## src/rtl/gf2m_mult_serial_pkg.sv

```systemverilog
// gf2_pkg: shared definitions for the digit-serial GF(2)[x] / GF(2^W) multiplier.
//   state_e   : FSM states of gf2m_mult_serial
//   MODE_*    : encoding of the mode input (raw product vs. reduced product)
//   n_digits  : number of RUN cycles (one per D-bit digit of b)
//   n_red     : number of REDUCE cycles (D high-order positions cleared per cycle)
package gf2_pkg;

  typedef enum logic [1:0] {
    IDLE   = 2'd0,
    RUN    = 2'd1,
    REDUCE = 2'd2,
    DONE   = 2'd3
  } state_e;

  localparam logic MODE_RAW = 1'b0;
  localparam logic MODE_RED = 1'b1;

  function automatic int n_digits(input int w, input int d);
    return w / d;
  endfunction

  // Positions 2W-2 .. W must be cleared: W-1 of them, D per cycle, rounded up.
  function automatic int n_red(input int w, input int d);
    return (w - 1 + d - 1) / d;
  endfunction

endpackage

```

## src/rtl/gf2m_mult_serial_clmul_digit.sv

```systemverilog
// clmul_digit: combinational W x D carry-less partial product.
//   a_i : W-bit multiplicand
//   b_i : D-bit digit of the multiplier
//   p_o : W+D-1 bit product a_i * b_i over GF(2)[x] (AND/XOR only, no carries)
module clmul_digit
  import gf2_pkg::*;
#(
  parameter int W = 8,
  parameter int D = 2
) (
  input  logic [W-1:0]   a_i,
  input  logic [D-1:0]   b_i,
  output logic [W+D-2:0] p_o
);

  localparam int PW = W + D - 1;

  // XOR together the shifted copies of a_i selected by each digit bit.
  always_comb begin
    p_o = '0;
    for (int j = 0; j < D; j++) begin
      if (b_i[j]) begin
        p_o = p_o ^ (PW'(a_i) << j);
      end else begin
        p_o = p_o;
      end
    end
  end

endmodule

```

## src/rtl/gf2m_mult_serial.sv

```systemverilog
// gf2m_mult_serial: digit-serial carry-less multiplier with optional reduction
// modulo POLY (GF(2^W) multiply), behind valid/ready handshakes.
//   clk, rst            : clock, synchronous active-high reset
//   in_valid / in_ready : operand handshake (in_ready only in IDLE, not in reset)
//   a, b, mode          : operands; mode 0 = raw product, 1 = reduced mod POLY
//   out_valid/out_ready : result handshake; y held stable under backpressure
//   y                   : 2W-1 bit result (reduced mode: upper W-1 bits are 0)
//   busy                : high whenever an operation is in flight
module gf2m_mult_serial
  import gf2_pkg::*;
#(
  parameter int         W    = 8,
  parameter int         D    = 2,
  parameter logic [W:0] POLY = 9'h11B
) (
  input  logic           clk,
  input  logic           rst,
  input  logic           in_valid,
  output logic           in_ready,
  input  logic [W-1:0]   a,
  input  logic [W-1:0]   b,
  input  logic           mode,
  output logic           out_valid,
  input  logic           out_ready,
  output logic [2*W-2:0] y,
  output logic           busy
);

  localparam int AW   = 2 * W - 1;
  localparam int PW   = W + D - 1;
  localparam int ND   = n_digits(W, D);
  localparam int NR   = n_red(W, D);
  localparam int NMAX = (ND > NR) ? ND : NR;
  localparam int KW   = (NMAX > 1) ? $clog2(NMAX) : 1;

  if (W < 2) begin : g_chk_w
    $error("gf2m_mult_serial: W must be at least 2");
  end
  if ((W % D) != 0) begin : g_chk_d
    $error("gf2m_mult_serial: D must divide W");
  end
  if (POLY[W] != 1'b1) begin : g_chk_poly
    $error("gf2m_mult_serial: POLY bit W must be set");
  end

  state_e          state_q;
  logic [AW-1:0]   acc_q;
  logic [AW-1:0]   acc_d;
  logic [AW-1:0]   red_s;
  logic [KW-1:0]   k_q;
  logic [W-1:0]    a_q;
  logic [W-1:0]    b_q;
  logic            mode_q;
  logic [AW-1:0]   y_q;
  logic            out_valid_q;
  logic [D-1:0]    digit_s;
  logic [PW-1:0]   pp_s;

  // k_q doubles as digit index in RUN and as reduction step in REDUCE.
  assign digit_s = D'(b_q >> (int'(k_q) * D));

  clmul_digit #(
    .W (W),
    .D (D)
  ) u_clmul_digit (
    .a_i (a_q),
    .b_i (digit_s),
    .p_o (pp_s)
  );

  // One reduction step: D positions, highest first, chained so a bit set by
  // an earlier position in the same cycle is seen by the later ones.
  always_comb begin
    red_s = acc_q;
    for (int j = 0; j < D; j++) begin
      automatic int pos = AW - 1 - int'(k_q) * D - j;
      if ((pos >= W) && red_s[pos]) begin
        red_s = red_s ^ (AW'(POLY) << (pos - W));
      end else begin
        red_s = red_s;
      end
    end
  end

  // Next accumulator value for the current state.
  always_comb begin
    acc_d = acc_q;
    case (state_q)
      RUN:     acc_d = acc_q ^ (AW'(pp_s) << (int'(k_q) * D));
      REDUCE:  acc_d = red_s;
      default: acc_d = acc_q;
    endcase
  end

  // Control FSM, operand/accumulator state and registered result.
  always_ff @(posedge clk) begin
    if (rst) begin
      state_q     <= IDLE;
      acc_q       <= '0;
      k_q         <= '0;
      a_q         <= '0;
      b_q         <= '0;
      mode_q      <= MODE_RAW;
      y_q         <= '0;
      out_valid_q <= 1'b0;
    end else begin
      case (state_q)
        IDLE: begin
          if (in_valid) begin
            a_q     <= a;
            b_q     <= b;
            mode_q  <= mode;
            acc_q   <= '0;
            k_q     <= '0;
            state_q <= RUN;
          end
        end
        RUN: begin
          acc_q <= acc_d;
          if (k_q == KW'(ND - 1)) begin
            k_q     <= '0;
            state_q <= (mode_q == MODE_RED) ? REDUCE : DONE;
          end else begin
            k_q <= k_q + 1'b1;
          end
        end
        REDUCE: begin
          acc_q <= acc_d;
          if (k_q == KW'(NR - 1)) begin
            k_q     <= '0;
            state_q <= DONE;
          end else begin
            k_q <= k_q + 1'b1;
          end
        end
        DONE: begin
          // First DONE cycle registers the result; afterwards wait for the
          // consumer. A simultaneous in_valid is not looked at here.
          if (!out_valid_q) begin
            out_valid_q <= 1'b1;
            y_q         <= acc_q;
          end else if (out_ready) begin
            out_valid_q <= 1'b0;
            state_q     <= IDLE;
          end
        end
        default: begin
          state_q <= IDLE;
        end
      endcase
    end
  end

  assign in_ready  = (state_q == IDLE) && !rst;
  assign busy      = (state_q != IDLE);
  assign out_valid = out_valid_q;
  assign y         = y_q;

endmodule

```

## config.mk

```make
export PLATFORM = sky130hd
export DESIGN_NAME = gf2m_mult_serial
export DESIGN_NICKNAME = d
export VERILOG_FILES = /design/src/rtl/gf2m_mult_serial_pkg.sv /design/src/rtl/gf2m_mult_serial_clmul_digit.sv /design/src/rtl/gf2m_mult_serial.sv
export SDC_FILE = /design/constraint.sdc
export NUM_CORES = 1
export LEC_CHECK = 0
export ABC_AREA = 1
export CAP_MARGIN = 10
export CORE_AREA = 2 2 83 85
export CTS_CLUSTER_SIZE = 8
export DETAILED_ROUTE_END_ITERATION = 6
export DIE_AREA = 0 0 85 87
export PLACE_DENSITY = 0.78
export SLEW_MARGIN = 15
export SYNTH_ARGS = -nofsm -noshare
export SYNTH_HDL_FRONTEND = slang
export SYNTH_SLANG_ARGS = --single-unit
export TNS_END_PERCENT = 100
```

## constraint.sdc

```tcl
create_clock -name clk -period 2.8 [get_ports clk]
set_clock_uncertainty 0.05 [all_clocks]
set_input_delay 0.42 -clock clk [delete_from_list [all_inputs] [get_ports clk]]
set_output_delay 0.42 -clock clk [all_outputs]
set_load 0.03 [all_outputs]
```

==> results of run 1 <==
cells by family (layout without fill, tap and decap cells):
logic type      after synthesis  count (layout)  share of synthesized area, %
xor+xnor                      9               9                         2.212
compound gates               85              85                         14.64
flops                        52              52                         29.21
fa+ha+maj                     9               9                         3.160
buf+inv                      81             112                         9.796
simple gates                314             314                         40.98
worst max-delay path, stage by stage (launching register included):
cell and delay [ps]:
dfxtp_1 340, inv_1 110, ha_1 200, inv_1 90
nor2_1 140, clkdlybuf4s50_1 710
layer usage:
metal	vias up	track usage, %	routed length [µm]
met5	-	0	0
met3	24	4.455	447
met4	0	12.12	344
met2	86	41.69	4275
li1	1861	-	-
met1	1604	32.44	4080
final cells by class:
| class | instances | area, µm² |
|---|---|---|
| tap | 80 | 100.1 |
| fill | 653 | 2489 |
| timing repair buffer | 48 | 450.4 |
| multi-input combinational | 417 | 2176 |
| inverter | 56 | 217.7 |
| sequential | 52 | 1041 |
| clock buffer | 5 | 68.82 |
| clock inverter | 3 | 26.28 |
sequential cells by signal (all words and copies together) (netlist names):
signal / count
a_q: 8
acc_q: 15
b_q: 8
k_q: 2
mode_q: 1
out_valid: 1
state_q: 2
y: 15
power breakdown:
part | leakage, nW | switching (W) | internal [W] | total [W]
sequential | 0.423 | 0.000131 | 0.000887 | 0.00102
clock | 0.0423 | 0.000288 | 0.000183 | 0.000471
combinational | 1.28 | 0.00173 | 0.000900 | 0.00263
Yosys cell counts (3+ instances only):
cell type	number
ha_1	9
a21oi_1	42
xnor2_1	6
dfxtp_1	52
o21ai_0	11
inv_1	52
nand3_1	89
nand4_1	4
buf_6	3
a21oi_2	8
xor2_1	3
a211oi_1	18
nor3_1	3
nor2_1	30
nand3_2	5
clkbuf_1	16
nand2_2	13
nand2_1	159
buf_2	3
nand2_4	5
nand3_4	3
per-stage QoR:
step | utilization [%] | worst slack, ps | std cells | total power (W) | hold WS [ps]
after floorplan | - | 566.4 | 550 | 0.003095 | 392.2
after global placement | 60.67 | 563.4 | 653 | 0.003639 | 404.1
after detailed placement | 60.67 | 554.6 | 653 | 0.003647 | 405.5
after CTS | 62.11 | 392.5 | 661 | 0.004124 | 422.8
after global routing | 62.11 | 281.2 | 661 | 0.004485 | 438.6
final | 62.11 | 426.0 | 661 | 0.004119 | 420.4
how the worst max path moves through the flow:
stage | to | slack [ps]
floorplan | acc_q[2]$_SDFFE_PP0P_ | 570
global placement | acc_q[9]$_SDFFE_PP0P_ | 560
detailed placement | acc_q[9]$_SDFFE_PP0P_ | 550
CTS | in_ready | 390
global route | acc_q[9]$_SDFFE_PP0P_ | 280
finish | in_ready | 430
==> out/qor.txt, run 1 <==
IO Count -> 39
Kind of critical path -> reg -> out
Post-CTS Setup Inserts -> 0
Clock transition at the registers of the reported paths -> 100 ps
Period Utilization, post-route -> 84.79%
Mapped cell area -> 0.003563 mm²
Clk_lat worst skew -> 320 ps
Syn-to-layout area delta -> 14.50%
Commonest register cell after synthesis -> dfxtp_1
Diodes inserted -> 0
Area contributors post-synth -> dfxtp_1, nand2_1, nand3_1
Global-route wire length before repair -> 15190 µm
Initial antenna violation count -> 0
Max-cap violation count -> 0
Number of port buffers -> 38
Post-DP HPWL -> 7002 µm
Final setup TNS -> 0 ps
Synthesized flop and latch total -> 52
Overflow after GRT -> 0
Final hold vios -> 0
DR vias/cell -> 5.408
Total track usage -> 25.42%
Clk sink count -> 52
Drt wl/cell -> 13.84 µm
Worst Hold Path EP -> mode_q$_SDFFE_PP0P_
Vias in the first global route -> 3211
Power Dens Cells -> 1010 mW/mm²
Syn. warnings -> 0
Worst endpoint data arrival time -> 1900 ps
Post-synth top area share -> 29.21%
NumNets Final -> 610
Reg2reg end -> acc_q[2]$_SDFFE_PP0P_
Peak VDD IR -> 0.4788 mV
Final setup viols -> 0
Root Driver -> clkbuf_8
CTS buffer count -> 5
CP required -> 2330 ps
Worst R2R Setup Slack -> 510 ps
Max FO, Critical Path -> 4
# DRC -> 0
Fin. max-slew vios -> 0
Syn Nets -> 580
Hold Path Origin -> mode_q$_SDFFE_PP0P_
Vias -> 3575
DR pass1 iterations -> 4
Register area share after synthesis -> 29.21%
Async S/R FF share, synth -> 0%
Layout cell share with drive strength beyond 1 -> 10.33%
Die height -> 87 µm
Rows -> 30
Synth area leader -> dfxtp_1
Worst setup SP type -> flip-flop
Wirelength, routed -> 9146 µm
Hold_buf cts -> 0
Worst min path class -> reg -> reg
EDFF count, synth -> 0
Reg2reg path depth -> 11
Chip width -> 85 µm
CTS tree -> yes
Cts repair resizes -> 0
Routability cong. -> 0.9239
Pin count of the biggest net entering global routing -> 51
Initial DRC Count -> 192
Max-slew headroom -> 61.13%
Crit path capture type -> output pin
Crit path launch -> state_q[1]$_SDFFE_PP0P_
Fmax -> 0.4212 GHz
Unique masters post-synth -> 35
Pleak -> 1.746 nW
Clk buf depth -> 2
Die area -> 0.007395 mm²
Finished layout cell area -> 0.004080 mm²
H-tree depth -> 2
Slew @ Worst Pin -> 583.1 ps
Most common cell after layout, fill and taps aside -> nand2_1
DRT antenna net count -> 0
Worst r2r src -> k_q[0]$_SDFFE_PP0P_
Initial cell density of the core -> 54.25%
Syn Inst Count -> 550
Core area -> 0.006569 mm²
Outcome -> finished, final reports clean
Min Tclk post-route -> 2374 ps
Hold depth -> 2
Post-Syn Area per Cell -> 6.479 µm²
Commonest cells after routing, fill and taps aside -> nand2_1, nand3_1, inv_1, dfxtp_1, a21oi_1
RSZ-0062 raised after global routing -> false
Placed cell area -> 0.003985 mm²
(Power assumes the default switching activity.)
==> inputs of run 2 (changes only) <==
- clock period: 2.8 -> 2.4 ns (I/O delays scaled with it)
==> run 2 against run 1 <==
Total power up 18%. Largest power group unchanged. Clock-buffer cell count unchanged. Sequential power up 18%. Critical path type unchanged. Via count up 3.1%. Sequential share of layout area down 0.27 points. Worst setup slack worse by 270 ps. Global-route usage down 0.39 points. Register-to-register slack worse by 330 ps. Clock power up 3%. First-iteration DRC count up 57%. Highest routed layer unchanged. Combinational power up 21%.
==> out/qor.txt, run 2 (synthesis results as in run 1) <==
RSZ-0062 raised after global routing -> false (unchanged)
CTS tree -> yes (unchanged)
Core area -> 0.006569 mm² (unchanged)
Syn-to-layout area delta -> 15.73% (was 14.50%)
DR vias/cell -> 5.543 (was 5.408)
H-tree depth -> 2 (unchanged)
Place WS -> 205.3 ps (was 554.6 ps)
Diodes inserted -> 0 (unchanged)
Post-CTS Setup Inserts -> 0 (unchanged)
Pin count of the biggest net entering global routing -> 51 (unchanged)
Pleak -> 1.771 nW (was 1.746 nW)
Crit path capture type -> output pin (unchanged)
Final worst slack -> 154.8 ps (was 426.0 ps)
# DRC -> 0 (unchanged)
Vias in the first global route -> 3182 (was 3211)
Slew @ Worst Pin -> 592.1 ps (was 583.1 ps)
Commonest cells after routing, fill and taps aside -> nand2_1, nand3_1, inv_1, dfxtp_1, a21oi_1 (unchanged)
Fin. max-slew vios -> 0 (unchanged)
DRT antenna net count -> 0 (unchanged)
Clk buf depth -> 2 (unchanged)
Chip width -> 85 µm (unchanged)
Most common cell after layout, fill and taps aside -> nand2_1 (unchanged)
Layout cell share with drive strength beyond 1 -> 11.28% (was 10.33%)
Clk_lat worst skew -> 310 ps (was 320 ps)
Post-DP HPWL -> 6994 µm (was 7002 µm)
DR pass1 iterations -> 5 (was 4)
Final setup viols -> 0 (unchanged)
Worst setup SP type -> flip-flop (unchanged)
Initial antenna violation count -> 0 (unchanged)
Rows -> 30 (unchanged)
Vias -> 3686 (was 3575)
IO Count -> 39 (unchanged)
Max FO, Critical Path -> 5 (was 4)
Peak VDD IR -> 0.6043 mV (was 0.4788 mV)
Number of port buffers -> 38 (unchanged)
Drt wl/cell -> 13.97 µm (was 13.84 µm)
Overflow after GRT -> 0 (unchanged)
Wirelength, routed -> 9288 µm (was 9146 µm)
Fmax -> 0.4454 GHz
Outcome -> finished, final reports clean (unchanged)
CTS buffer count -> 5 (unchanged)
Worst endpoint data arrival time -> 1840 ps (was 1900 ps)
Clock transition at the registers of the reported paths -> 90 ps (was 100 ps)
Routability cong. -> 0.9950 (was 0.9239)
FILL cells -> 615 (was 653)
Total track usage -> 25.03% (was 25.42%)
Die height -> 87 µm (unchanged)
NumNets Final -> 615 (was 610)
Max-cap violation count -> 0 (unchanged)
Final setup TNS -> 0 ps (unchanged)
Kind of critical path -> reg -> out (unchanged)
Final hold vios -> 0 (unchanged)
Worst min path class -> reg -> reg (unchanged)
Final cell utilization of the core -> 62.78% (was 62.11%)
CP required -> 1990 ps (was 2330 ps)
Clk sink count -> 52 (unchanged)
Power Dens Cells -> 1176 mW/mm² (was 1010 mW/mm²)
Min Tclk post-route -> 2245 ps
Initial DRC Count -> 301 (was 192)
Global-route wire length before repair -> 15010 µm (was 15190 µm)
Root Driver -> clkbuf_8 (unchanged)
Period Utilization, post-route -> 93.55%
Worst R2R Setup Slack -> 180 ps (was 510 ps)
Die area -> 0.007395 mm² (unchanged)
Initial cell density of the core -> 54.25% (unchanged)
Max-slew headroom -> 60.53% (was 61.13%)
## run 2: final timing paths
check                                             start               endpoint  cells after the start
worst max-delay path            state_q[0]$_SDFFE_PP0P_                   busy                      4
worst min-delay path                mode_q$_SDFFE_PP0P_    mode_q$_SDFFE_PP0P_                      2
worst max register to register      k_q[0]$_SDFFE_PP0P_  acc_q[3]$_SDFFE_PP0P_                     12
worst min register to register      mode_q$_SDFFE_PP0P_    mode_q$_SDFFE_PP0P_                      2
## run 2: power by group
part | total [W] | leakage [nW] | internal, W | switching [W]
clock | 0.000487 | 0.0400 | 0.000198 | 0.000289
combinational | 0.00317 | 1.31 | 0.00112 | 0.00205
sequential | 0.00120 | 0.423 | 0.00104 | 0.000160
## run 2: repair_timing
action	4_1_cts	5_1_grt
endpoints found under the setup margin	0	3
hold buffers	0	0
gates resized for setup	0	3
## run 2: final cells by class
class,instances,area (µm²),share of cell area [%]
Multi-Input combinational cell,417,2183,52.94
Sequential cell,52,1041,25.24
Timing Repair Buffer,53,500.5,12.14
Inverter,56,217.7,5.279
Tap cell,80,100.1,2.427
Clock buffer,5,68.82,1.669
Clock inverter,2,12.51,0.3034
## run 2: through the flow
stage	total power, W	cells	hold WS (ps)	instance area (µm²)
after floorplan	0.003611	550	392.2	3563
after global placement	0.004261	658	406.8	4035
after detailed placement	0.004313	658	404.5	4035
after CTS	0.004813	665	419.9	4116
after global routing	0.005257	665	441.5	4124
final	0.004849	665	421.4	4124
## run 2: metal layers
layer  GRT usage, %  part of all wire, %  vias up  wire length, µm
met1          32.79                   45     1633             4177
li1               -                    -     1871                -
met4          9.091                  3.1        0              284
met3          3.507                  6.3       27              584
met5              0                    0        -                0
met2          42.05                   46      155             4241
## run 2: critical path, stage by stage (launching register included)
cell and delay [ps]:
dfxtp_1 410, inv_1 80, ha_1 220, inv_1 120, clkdlybuf4s50_1 690
